`config.mk`:
```
export PLATFORM = sky130hd
export DESIGN_NAME = bcd_updown_counter
export DESIGN_NICKNAME = d
export VERILOG_FILES = /design/src/rtl/bcd_updown_counter.sv
export SDC_FILE = /design/constraint.sdc
export NUM_CORES = 1
export LEC_CHECK = 0
export CAP_MARGIN = 20
export CORE_MARGIN = 2
export CORE_UTILIZATION = 56
export CTS_CLUSTER_SIZE = 14
export DETAILED_ROUTE_END_ITERATION = 6
export PLACE_DENSITY_LB_ADDON = 0.12
export SLEW_MARGIN = 40
export SYNTH_ARGS = -nofsm -noshare
export SYNTH_HDL_FRONTEND = slang
export SYNTH_SLANG_ARGS = --single-unit
```
`constraint.sdc`:
```
create_clock -name clk -period 5.3 [get_ports clk]
set_input_delay 1.06 -clock clk [delete_from_list [all_inputs] [get_ports clk]]
set_output_delay 1.06 -clock clk [all_outputs]
set_load 0.02 [all_outputs]
```
`src/rtl/bcd_updown_counter.sv`:
```
// Parametrised N-digit packed-BCD up/down counter with load, clear, set-to-one,
// wrap or saturate at the terminal value, a registered terminal-event pulse and a
// combinational cascade carry for chaining wider counts.
module bcd_updown_counter #(
  parameter int unsigned DIGITS = 6,
  parameter bit          WRAP   = 1'b1
) (
  input  logic                  clk,
  input  logic                  nrst,
  input  logic                  ce,
  input  logic                  dir,
  input  logic                  sclr,
  input  logic                  set_one,
  input  logic                  load,
  input  logic [4*DIGITS-1:0]   load_val,
  output logic [4*DIGITS-1:0]   cnt,
  output logic                  ceo,
  output logic                  ovf,
  output logic                  zero,
  output logic                  max
);

  localparam int unsigned W = 4 * DIGITS;

  function automatic logic [W-1:0] all_nines();
    logic [W-1:0] r;
    r = '0;
    for (int unsigned k = 0; k < DIGITS; k++) begin
      r[4*k +: 4] = 4'd9;
    end
    return r;
  endfunction

  localparam logic [W-1:0] Nines = all_nines();
  localparam logic [W-1:0] One   = {{(W-1){1'b0}}, 1'b1};

  logic [W-1:0] cnt_q, cnt_d;
  logic         ovf_q, ovf_d;
  logic [W-1:0] inc_val, dec_val, load_san;
  logic         carry, borrow;
  logic         ctl_act;

  // Single-cycle ripple of carry/borrow through all digits, plus load sanitising.
  always_comb begin
    inc_val  = cnt_q;
    dec_val  = cnt_q;
    load_san = load_val;
    carry    = 1'b1;
    borrow   = 1'b1;
    for (int unsigned k = 0; k < DIGITS; k++) begin
      if (carry) begin
        if (cnt_q[4*k +: 4] == 4'd9) begin
          inc_val[4*k +: 4] = 4'd0;
        end else begin
          inc_val[4*k +: 4] = cnt_q[4*k +: 4] + 4'd1;
          carry             = 1'b0;
        end
      end
      if (borrow) begin
        if (cnt_q[4*k +: 4] == 4'd0) begin
          dec_val[4*k +: 4] = 4'd9;
        end else begin
          dec_val[4*k +: 4] = cnt_q[4*k +: 4] - 4'd1;
          borrow            = 1'b0;
        end
      end
      // Non-BCD digits clamp to 9 so cnt never holds an invalid code.
      if (load_val[4*k +: 4] > 4'd9) begin
        load_san[4*k +: 4] = 4'd9;
      end
    end
  end

  // Next-state selection in priority order: sclr, load, set_one, count step, hold.
  always_comb begin
    cnt_d = cnt_q;
    ovf_d = 1'b0;
    if (sclr) begin
      cnt_d = '0;
    end else if (load) begin
      cnt_d = load_san;
    end else if (set_one) begin
      cnt_d = One;
    end else if (ce) begin
      if (dir) begin
        if (max) begin
          ovf_d = 1'b1;
          cnt_d = WRAP ? '0 : cnt_q;
        end else begin
          cnt_d = inc_val;
        end
      end else begin
        if (zero) begin
          ovf_d = 1'b1;
          cnt_d = WRAP ? Nines : cnt_q;
        end else begin
          cnt_d = dec_val;
        end
      end
    end
  end

  // Count and overflow-pulse registers with synchronous active-low reset.
  always_ff @(posedge clk) begin
    if (!nrst) begin
      cnt_q <= '0;
      ovf_q <= 1'b0;
    end else begin
      cnt_q <= cnt_d;
      ovf_q <= ovf_d;
    end
  end

  // Status flags and cascade enable; ceo fires regardless of WRAP.
  always_comb begin
    ctl_act = sclr | load | set_one;
    zero    = (cnt_q == '0);
    max     = (cnt_q == Nines);
    ceo     = ce & ~ctl_act & (dir ? max : zero);
  end

  assign cnt = cnt_q;
  assign ovf = ovf_q;

endmodule

```
==> summary.txt, run 1 <==
Run status
  • Status: finished, final reports clean

Worst setup path
  • Launch point of the worst reg-to-reg path: cnt[0]
  • Crit. Startpoint: cnt[16]
  • FF-to-FF setup slack: 2.88 ns
  • Worst Path Buf+Inv: 2
  • Crit path kind: flop to primary output
  • Worst EP required: 4.24 ns
  • CP peak stage delay: between 0.6 and 0.7 ns
  • Reg-to-reg critical path endpoint: cnt[22]
  • Worst reg-to-reg path cell count: 7
  • Critical Path End Type: primary output
  • Delay-heaviest family, CP: simple AND/OR/NAND/NOR gates
  • CP max-delay cell: nor3b_1
  • Worst Path Max Fanout: 9
  • Critical Path, Cell by Cell: inv_1 > ha_1 > nor3b_1 > nand3_1 > nor3_1 > a21oi_1 > nor2_1 > clkdlybuf4s50_1
  • Setup crit start kind: flop
  • Data arrival, critical path: 2.80 ns

Timing
  • Final Hold Viols: 0
  • Relative slew margins: 50.3%
  • Final Slew Violations: 0
  • Setup violators final: 0
  • Minimum clock period: a little under 4 ns
  • Setup TNS: 0 ns
  • Max Freq: ~0.26 GHz
  • Clk_skew: 0.00418 ns
  • RSZ-0062 raised after global routing: false
  • Least-Margin Pin Slew: 0.742 ns
  • Crit share post-route: 72.9%

Synthesis
  • Seq cells post-synth: 25
  • Seq/Total Area, Yosys: 19.0%
  • Synth Instances: 348
  • Synth async-reset ratio: 0%
  • Ys Warns: 0
  • Yosys cell types: 58
  • Syn Area/Cell: 7.55 µm²
  • Post-synth EDFFs: 0
  • Synthesized area: around 2600 µm²
  • Mapped Nets: 398
  • Ys flop type: dfxtp_1

Floorplanning
  • Chip width: 72.5 µm
  • Die Height: roughly 73 µm
  • Ports: 59
  • Core area: 4440 µm²
  • Initial Util: 59.1%
  • Die area: about 5300 µm²
  • Row count: 24

Route
  • Routed WL: 7.38 mm
  • Via Count: 2,876
  • Drt wl/cell: approximately 17 µm
  • Vias per std cell: 6.48
  • DRT Pass-1 Iters: 5
  • Initial drt markers: a little over 300
  • DRC Markers: 0
  • Antenna-violating nets left: 0

Clock network
  • Clock buffer depth: 2
  • Clock transition at path regs: 0.10 ns
  • CTS tree: yes
  • Hold_buf cts: 0
  • Clock buffer count from CTS: 3
  • # Post-CTS Setup Buffers: 0
  • Clock sinks: 25
  • Cts repair resizes: 0
  • Clk_lat worst skew: 0.28 ns
  • H-tree level count: 1
  • Clock root buffer: clkbuf_8

Placed design
  • Routability cong.: 0.894
  • Dpl hpwl: 5.26 mm
  • Port buffer count: 58

Pwr
  • Power Density: 169 nW/µm²
  • Comb power frac: 37.5%
  • Switching part of the total: between 30 and 40%
  • Net load switching power: 200 µW
  • Peak supply drop: roughly 110 µV
  • Sequential share of power: 39.9%
  • LEAKAGE: between 1 and 1.5 nW
  • Power share of the clock group: 22.6%
  • Internal power: about 350 µW

GRT
  • Vias in the first global route: 2,473
  • Grt total ovfl: 0
  • Initial antenna violation count: 0
  • Largest net degree at the start of global routing: 45
  • Tot GR Track Use: 28.0%
  • First-pass GRT wire length: 12.0 mm

Hold path
  • HP Class: flop to flop
  • Hold depth: 2
  • Hold endpoint: cnt[9]
  • Hold Startpoint: cnt[9]

Finish
  • Post-Route Utilization: between 70% and 80%
  • Diodes inserted: 0
  • Layout cells sized above 1: approximately 5.1%
  • Nets: 443
  • Layout area overhead: 23.5%

Job
  • Max Cap Viol: 0
## cell type report
type                       count  area [µm²]
clock buffer                   4        45.0
fill                         390        1200
inverter                      24        90.1
multi-input combinational    277        1940
sequential                    25         500
tap                           52        65.1
timing repair buffer          62         611
## per-stage QoR
step / setup WS, ns / hold slack [ns] / total power, mW / area, µm² / cells
after CTS: 1.44 / 0.558 / 0.543 / 3240 / 444
after floorplan: 2.12 / 0.589 / 0.350 / 2630 / 348
after global placement: 1.51 / 0.534 / 0.420 / 3200 / 440
after detailed placement: 1.50 / 0.542 / 0.424 / 3200 / 440
final: 1.44 / 0.558 / 0.548 / 3250 / 444
after global routing: 1.19 / 0.585 / 0.574 / 3250 / 444
## layer usage
| metal | vias to the layer above | GRT usage (%) | part of all wire [%] | wire length, µm |
|---|---|---|---|---|
| li1 | 1398 | - | - | - |
| met1 | 1322 | 40.5 | 46 | 3390 |
| met2 | 140 | 45.0 | 45 | 3340 |
| met3 | 16 | 2.08 | 7.0 | 516 |
| met4 | 0 | 7.20 | 1.8 | 134 |
| met5 | - | 0 | 0 | 0 |
## cells in the mapped netlist (all sizes together), types with 3 or more instances
cell type  number  area (µm²)
a2111oi         3        45.1
inv            24        90.1
or3             5        31.3
and3b           5        43.8
a21oi          27         135
dfxtp          25         500
ha             19         238
a32oi           3        26.3
nand2          21        78.8
o21a            4        30.0
mux2i           5        50.1
o31ai           6        45.0
a31oi           4        25.0
nor2b           5        31.3
nand3          18        90.1
o22ai           5        31.3
o21ai          31         155
nor3            6        35.0
nand3b         13        97.6
buf             9        56.3
nand4           4        31.3
a311oi          4        35.0
o21bai          3        22.5
a211oi          7        65.1
clkbuf         13        48.8
nor3b          10         108
nor2           20        75.1
a221oi          3        26.3
nand2b         12        75.1
## state kept, by name, summed over array words and instances (netlist names)
name	cells
cnt	24
ovf	1
## cell families after synthesis
kind of cell / after synthesis / share of synthesized area [%]
AO/OA/AOI/OAI: 124 / 33.2
adder cells (fa/ha/maj): 19 / 9.04
buffers and inverters: 46 / 7.43
multiplexers: 5 / 1.90
flip-flops: 25 / 19.0
XOR/XNOR: 2 / 0.666
AND/OR/NAND/NOR: 127 / 28.7
## worst max-delay path by stage
stage | endpoint | slack (ns) | depth (start not counted)
finish | ceo | 1.44 | 8
global route | ceo | 1.19 | 8
CTS | ceo | 1.44 | 8
detailed placement | ceo | 1.50 | 6
global placement | ceo | 1.51 | 6
floorplan | ceo | 2.12 | 6
## power by group through the flow
stage / sequential, mW / combinational (mW) / clock (mW)
after detailed placement: 0.223 / 0.202 / 0
after global placement: 0.222 / 0.198 / 0
after global routing: 0.221 / 0.222 / 0.130
after floorplan: 0.224 / 0.126 / 0
after CTS: 0.218 / 0.203 / 0.122
final: 0.219 / 0.205 / 0.124
## layout by cell type, fill, tap and decap left out, types with 3 or more instances in the layout
cell,Yosys,routed
a32oi_1,3,3
o21bai_1,3,3
clkdlybuf4s50_1,0,58
o22ai_1,5,5
a31oi_1,4,4
dfxtp_1,25,25
or3_1,5,5
a311oi_1,4,4
buf_4,2,4
nor3_1,5,5
nand3b_1,13,13
nand2b_1,12,12
clkbuf_8,0,3
nand3_1,18,18
a21oi_1,27,27
mux2i_1,5,5
nand4_1,3,3
o21ai_0,30,30
o31ai_1,6,6
ha_1,19,19
a221oi_1,3,3
o21a_1,4,4
nor2b_1,5,4
a211oi_1,6,6
and3b_1,5,5
nor3b_1,6,6
nand2_1,21,21
nor2_1,20,20
inv_1,24,24
## worst register-to-register path: stages, from the launching register on
cell	delay, ns
dfxtp_1	0.40
inv_1	0.13
ha_1	0.28
nor3b_4	0.37
nand4_2	0.21
a211oi_4	0.50
o221ai_4	0.25
mux2i_1	0.17
Power figures use the tool's default switching activity.
==> run 2, diff against run 1 <==
--- a/config.mk
+++ b/config.mk
@@ -7,7 +7,7 @@
 export LEC_CHECK = 0
 export CAP_MARGIN = 20
 export CORE_MARGIN = 2
-export CORE_UTILIZATION = 56
+export CORE_UTILIZATION = 52
 export CTS_CLUSTER_SIZE = 14
 export DETAILED_ROUTE_END_ITERATION = 6
 export PLACE_DENSITY_LB_ADDON = 0.12
==> constraint.sdc (replaced) <==
create_clock -name clk -period 3.96 [get_ports clk]
set_input_delay 0.792 -clock clk [delete_from_list [all_inputs] [get_ports clk]]
set_output_delay 0.792 -clock clk [all_outputs]
set_load 0.02 [all_outputs]
==> summary.txt, run 2 (synthesized netlist as in run 1, its figures left out) <==
Run status
  • Status: finished, final reports clean (unchanged)

Worst setup path
  • Worst Path Buf+Inv: 2 (unchanged)
  • Delay-heaviest family, CP: simple AND/OR/NAND/NOR gates (unchanged)
  • Worst EP required: 3.17 ns (was 4.24 ns)
  • Worst reg-to-reg path cell count: 7 (unchanged)
  • Setup crit start kind: flop (unchanged)
  • Critical Path End Type: primary output (unchanged)
  • Critical Path, Cell by Cell: inv_1 > ha_1 > nor3b_2 > nand4_2 > nor3_1 > a21oi_1 > nor2_1 > clkdlybuf4s50_1 (was inv_1 > ha_1 > nor3b_1 > nand3_1 > nor3_1 > a21oi_1 > nor2_1 > clkdlybuf4s50_1)
  • Worst Path Max Fanout: 7 (was 9)
  • WP depth: 8 (unchanged)
  • Crit path kind: flop to primary output (unchanged)
  • CP max-delay cell: clkdlybuf4s50_1 (was nor3b_1)
  • Data arrival, critical path: 2.64 ns (was 2.80 ns)
  • CP peak stage delay: 0.61 ns (was 0.64 ns)

GRT
  • Tot GR Track Use: 27.1% (was 28.0%)
  • First-pass GRT wire length: 12.1 mm (was 12.0 mm)
  • Grt total ovfl: 0 (unchanged)
  • Initial antenna violation count: 0 (unchanged)
  • Vias in the first global route: 2,667 (was 2,473)
  • Largest net degree at the start of global routing: 45 (unchanged)

Placed design
  • Port buffer count: 58 (unchanged)
  • Dpl hpwl: 5.51 mm (was 5.26 mm)
  • Routability cong.: 0.908 (was 0.894)

Route
  • Routed WL: 7.58 mm (was 7.38 mm)
  • Drt wl/cell: 16.4 µm (was 16.6 µm)
  • DRC Markers: 0 (unchanged)
  • Vias per std cell: 6.35 (was 6.48)
  • DRT Pass-1 Iters: 5 (unchanged)
  • Initial drt markers: 289 (was 303)
  • Via Count: 2,942 (was 2,876)
  • Antenna-violating nets left: 0 (unchanged)

Clock network
  • Clock transition at path regs: 0.10 ns (about the same)
  • # Post-CTS Setup Buffers: 0 (unchanged)
  • Clk_lat worst skew: 0.29 ns (was 0.28 ns)
  • Clock sinks: 25 (unchanged)
  • Cts repair resizes: 0 (unchanged)
  • Clock buffer count from CTS: 3 (unchanged)
  • H-tree level count: 1 (unchanged)
  • Clock buffer depth: 2 (unchanged)
  • Clock root buffer: clkbuf_8 (unchanged)
  • CTS tree: yes (unchanged)
  • Hold_buf cts: 0 (unchanged)

Timing
  • Setup TNS: 0 ns (unchanged)
  • Final Slew Violations: 0 (unchanged)
  • Clk_skew: 0.00908 ns (was 0.00418 ns)
  • Minimum clock period: 3.43 ns
  • Crit share post-route: 86.6%
  • Least-Margin Pin Slew: 0.735 ns (was 0.742 ns)
  • RSZ-0062 raised after global routing: false (unchanged)
  • Setup violators final: 0 (unchanged)
  • Final Hold Viols: 0 (unchanged)
  • WHS: 0.556 ns (was 0.558 ns)
  • Max Freq: 0.292 GHz
  • Relative slew margins: 50.7% (was 50.3%)

Finish
  • Layout area overhead: 25.3% (was 23.5%)
  • Nets: 447 (was 443)
  • Diodes inserted: 0 (unchanged)
  • FILL cells: 441 (was 390)
  • Storage cell area: 500 µm² (unchanged)
  • Most common cell after layout, fill and taps aside: clkdlybuf4s50_1 (unchanged)
  • Max reg flops: 24 (unchanged)
  • Commonest non-fill, non-tap cells in the layout: clkdlybuf4s50_1 (58), o21ai_0 (30), a21oi_1 (27), dfxtp_1 (25), inv_1 (24) (unchanged)
  • Multi-input gate area: 1930 µm² (was 1940 µm²)
  • Layout cells sized above 1: 6.06% (was 5.10%)

Pwr
  • Peak supply drop: 144 µV (was 106 µV)
  • Sequential share of power: 39.6% (was 39.9%)
  • Power share of the clock group: 22.4% (was 22.6%)
  • Power Density: 224 nW/µm² (was 169 nW/µm²)
  • Internal power: 467 µW (was 348 µW)
  • LEAKAGE: 1.16 nW (was 1.14 nW)
  • Net load switching power: 271 µW (was 200 µW)
  • Switching part of the total: 36.7% (was 36.6%)
  • Comb power frac: 38.0% (was 37.5%)

Job
  • Max Cap Viol: 0 (unchanged)

Floorplanning
  • Core area: 4790 µm² (was 4440 µm²)
  • Row count: 25 (was 24)
  • Die area: 5640 µm² (was 5260 µm²)
  • Die Height: 75.1 µm (was 72.5 µm)
  • Initial Util: 54.9% (was 59.1%)
  • Chip width: 75.1 µm (was 72.5 µm)
  • Ports: 59 (unchanged)

Hold path
  • Hold depth: 2 (unchanged)
  • HP Class: flop to flop (unchanged)
## run 2: worst paths after layout
check,startpoint,slack [ns],endpoint
worst max register to register,cnt[8],1.55,cnt[23]
worst min register to register,cnt[9],0.56,cnt[9]
worst min-delay path,cnt[9],0.56,cnt[9]
worst max-delay path,cnt[8],0.53,ceo
## run 2: final cells by class
type                    count  share of cell area (%)
multi-input cells         277                    58.7
inverters                  24                    2.73
clock buffers               3                    1.25
well taps                  67                    2.54
clock inverters             1                   0.152
flip-flops and latches     25                    15.2
repair buffers             66                    19.4
## run 2: power by group through the flow
stage          clock network, mW  logic (mW)  registers, mW
6_report                   0.166       0.280          0.292
4_1_cts                    0.163       0.277          0.291
5_1_grt                    0.173       0.304          0.296
2_1_floorplan                  0       0.169          0.299
3_3_place_gp                   0       0.270          0.296
3_5_place_dp                   0       0.274          0.297
## run 2: metrics by stage
step | utilization [%] | power (mW) | cells | cell area (µm²) | setup WS [ns]
3_3_place_gp | 67.9 | 0.566 | 459 | 3250 | 0.886
5_1_grt | 68.8 | 0.773 | 463 | 3290 | 0.366
3_5_place_dp | 67.9 | 0.572 | 459 | 3250 | 0.838
6_report | 68.8 | 0.738 | 463 | 3290 | 0.530
4_1_cts | 68.8 | 0.732 | 463 | 3290 | 0.572
2_1_floorplan | - | 0.468 | 348 | 2630 | 1.05
## run 2: per-layer routing
layer	routed length (µm)	vias up	track usage [%]
li1	-	1407	-
met1	3430	1371	37.9
met2	3440	141	42.7
met3	533	23	2.81
met4	175	0	10.5
met5	0	-	0
## run 2: worst min-delay path, stage by stage, from the launching register on
cell and delay (ns):
dfxtp_1 0.37, nand2_1 0.08, o22ai_1 0.07
==> run 3, diff against run 2 <==
--- a/config.mk
+++ b/config.mk
@@ -7,10 +7,13 @@
 export LEC_CHECK = 0
 export CAP_MARGIN = 20
 export CORE_MARGIN = 2
-export CORE_UTILIZATION = 52
+export CORE_UTILIZATION = 53
+export CTS_BUF_LIST = sky130_fd_sc_hd__clkbuf_4 sky130_fd_sc_hd__clkbuf_8
 export CTS_CLUSTER_SIZE = 14
 export DETAILED_ROUTE_END_ITERATION = 6
+export GPL_TIMING_DRIVEN = 1
 export PLACE_DENSITY_LB_ADDON = 0.12
+export SETUP_SLACK_MARGIN = 0.1
 export SLEW_MARGIN = 40
 export SYNTH_ARGS = -nofsm -noshare
 export SYNTH_HDL_FRONTEND = slang
==> summary.txt, run 3 (synthesized netlist as in run 1, its figures left out) <==
Worst setup path
  • Launch point of the worst reg-to-reg path: cnt[8] (unchanged)
  • Worst Path Buf+Inv: 2 (unchanged)
  • Crit path kind: flop to primary output (unchanged)
  • CP peak stage delay: 0.60 ns (was 0.61 ns)
  • CP max-delay cell: clkdlybuf4s50_1 (unchanged)
  • Delay-heaviest family, CP: simple AND/OR/NAND/NOR gates (unchanged)
  • Crit. Startpoint: cnt[8] (unchanged)
  • Worst EP required: 3.17 ns (about the same)
  • Setup crit start kind: flop (unchanged)
  • Worst Path Max Fanout: 7 (unchanged)
  • Critical Path, Cell by Cell: inv_1 > ha_1 > nor3b_2 > nand4_2 > nor3_1 > a21oi_1 > nor2_1 > clkdlybuf4s50_1 (unchanged)
  • Critical Path End Type: primary output (unchanged)
  • Data arrival, critical path: 2.58 ns (was 2.64 ns)

Timing
  • Clk_skew: 0.00434 ns (was 0.00908 ns)
  • Setup violators final: 0 (unchanged)
  • Crit share post-route: 85.2% (was 86.6%)
  • Relative slew margins: 48.3% (was 50.7%)
  • Minimum clock period: 3.38 ns (was 3.43 ns)
  • RSZ-0062 raised after global routing: false (unchanged)
  • Final Hold Viols: 0 (unchanged)
  • Setup TNS: 0 ns (unchanged)
  • Final Slew Violations: 0 (unchanged)
  • Max Freq: 0.296 GHz (was 0.292 GHz)
  • WHS: 0.567 ns (was 0.556 ns)
  • Least-Margin Pin Slew: 0.771 ns (was 0.735 ns)

GRT
  • Grt total ovfl: 0 (unchanged)
  • First-pass GRT wire length: 11.6 mm (was 12.1 mm)
  • Tot GR Track Use: 26.3% (was 27.1%)
  • Vias in the first global route: 2,498 (was 2,667)
  • Largest net degree at the start of global routing: 45 (unchanged)
  • Initial antenna violation count: 0 (unchanged)

Finish
  • Multi-input gate area: 1930 µm² (unchanged)
  • Layout cells sized above 1: 5.58% (was 6.06%)
  • Layout area overhead: 24.8% (was 25.3%)
  • Commonest non-fill, non-tap cells in the layout: clkdlybuf4s50_1 (58), o21ai_0 (30), a21oi_1 (27), dfxtp_1 (25), inv_1 (24) (unchanged)
  • Layout Cells excl Fill: 461 (was 463)
  • FILL cells: 451 (was 441)
  • Final Cell Area: 3280 µm² (was 3290 µm²)
  • Storage cell area: 500 µm² (unchanged)
  • Most common cell after layout, fill and taps aside: clkdlybuf4s50_1 (unchanged)
  • Diodes inserted: 0 (unchanged)
  • Max reg flops: 24 (unchanged)
  • Nets: 445 (was 447)

Floorplanning
  • Chip width: 74.4 µm (was 75.1 µm)
  • Core area: 4750 µm² (was 4790 µm²)
  • Ports: 59 (unchanged)
  • Die Height: 74.4 µm (was 75.1 µm)
  • Row count: 25 (unchanged)
  • Initial Util: 55.3% (was 54.9%)
  • Die area: 5540 µm² (was 5640 µm²)

Placed design
  • Placed Cells: 457 (was 459)
  • Routability cong.: 0.880 (was 0.908)
  • Port buffer count: 58 (unchanged)
  • Placed cell area: 3230 µm² (was 3250 µm²)
  • Dpl hpwl: 5.28 mm (was 5.51 mm)

Clock network
  • H-tree level count: 1 (unchanged)
  • # Post-CTS Setup Buffers: 0 (unchanged)
  • Clock transition at path regs: 0.10 ns (about the same)
  • Clock root buffer: clkbuf_8 (unchanged)
  • Clock buffer count from CTS: 3 (unchanged)
  • Clock sinks: 25 (unchanged)
  • Clock buffer depth: 2 (unchanged)
  • Clk_lat worst skew: 0.27 ns (was 0.29 ns)
  • CTS tree: yes (unchanged)
  • Cts repair resizes: 0 (unchanged)
  • Hold_buf cts: 0 (unchanged)

Hold path
  • HP Class: flop to flop (unchanged)
  • Hold Startpoint: cnt[21] (was cnt[9])

Route
  • Initial drt markers: 222 (was 289)
  • Antenna-violating nets left: 0 (unchanged)
  • Via Count: 2,803 (was 2,942)
  • Routed WL: 7.20 mm (was 7.58 mm)
  • Drt wl/cell: 15.6 µm (was 16.4 µm)
  • DRC Markers: 0 (unchanged)
  • Vias per std cell: 6.08 (was 6.35)
  • DRT Pass-1 Iters: 5 (unchanged)

Pwr
  • LEAKAGE: 1.15 nW (was 1.16 nW)
  • Power Density: 223 nW/µm² (was 224 nW/µm²)
  • Peak supply drop: 125 µV (was 144 µV)

Run status
  • Status: finished, final reports clean (unchanged)

Job
  • Max Cap Viol: 0 (unchanged)
[run 3: area by class of cell]
| class | count | share of cell area, % |
|---|---|---|
| repair buffers | 64 | 19.1 |
| clock buffers | 3 | 1.26 |
| well taps | 67 | 2.56 |
| clock inverters | 1 | 0.153 |
| inverters | 24 | 2.75 |
| flip-flops and latches | 25 | 15.3 |
| multi-input cells | 277 | 58.9 |
[run 3: metrics by stage]
step	utilization, %	total power [mW]	setup slack [ns]
finish	69.0	0.730	0.585
global route	69.0	0.765	0.435
CTS	69.0	0.729	0.591
detailed placement	68.0	0.569	0.699
global placement	68.0	0.566	0.733
floorplan	-	0.468	1.05
[run 3: worst paths after layout]
| path | end | slack (ns) | cells past startpoint |
|---|---|---|---|
| worst min register to register | cnt[21] | 0.57 | 2 |
| worst max register to register | cnt[22] | 1.62 | 7 |
| worst max-delay path | ceo | 0.58 | 8 |
| worst min-delay path | cnt[21] | 0.57 | 2 |
[run 3: power by group]
part,leakage (nW),switching [mW],internal (mW)
sequential,0.204,0.0280,0.264
combinational,0.925,0.144,0.132
clock,0.0255,0.0914,0.0706
[run 3: worst reg2reg max path, delay by kind of cell, from the launching register on]
| family | cells | cell delay [ns] |
|---|---|---|
| simple gates | 2 | 0.56 |
| compound gates | 2 | 0.74 |
| buf+inv | 1 | 0.12 |
| flops | 1 | 0.38 |
| fa+ha+maj | 1 | 0.25 |
| mux | 1 | 0.16 |
[run 3: layer usage]
layer,global-route usage (%),part of all wire [%],vias to the layer above,wire (µm)
li1,-,-,1402,-
met1,37.0,46,1282,3290
met2,42.8,47,111,3370
met3,3.12,6.3,8,451
met4,6.75,1.2,0,84
met5,0,0,-,0
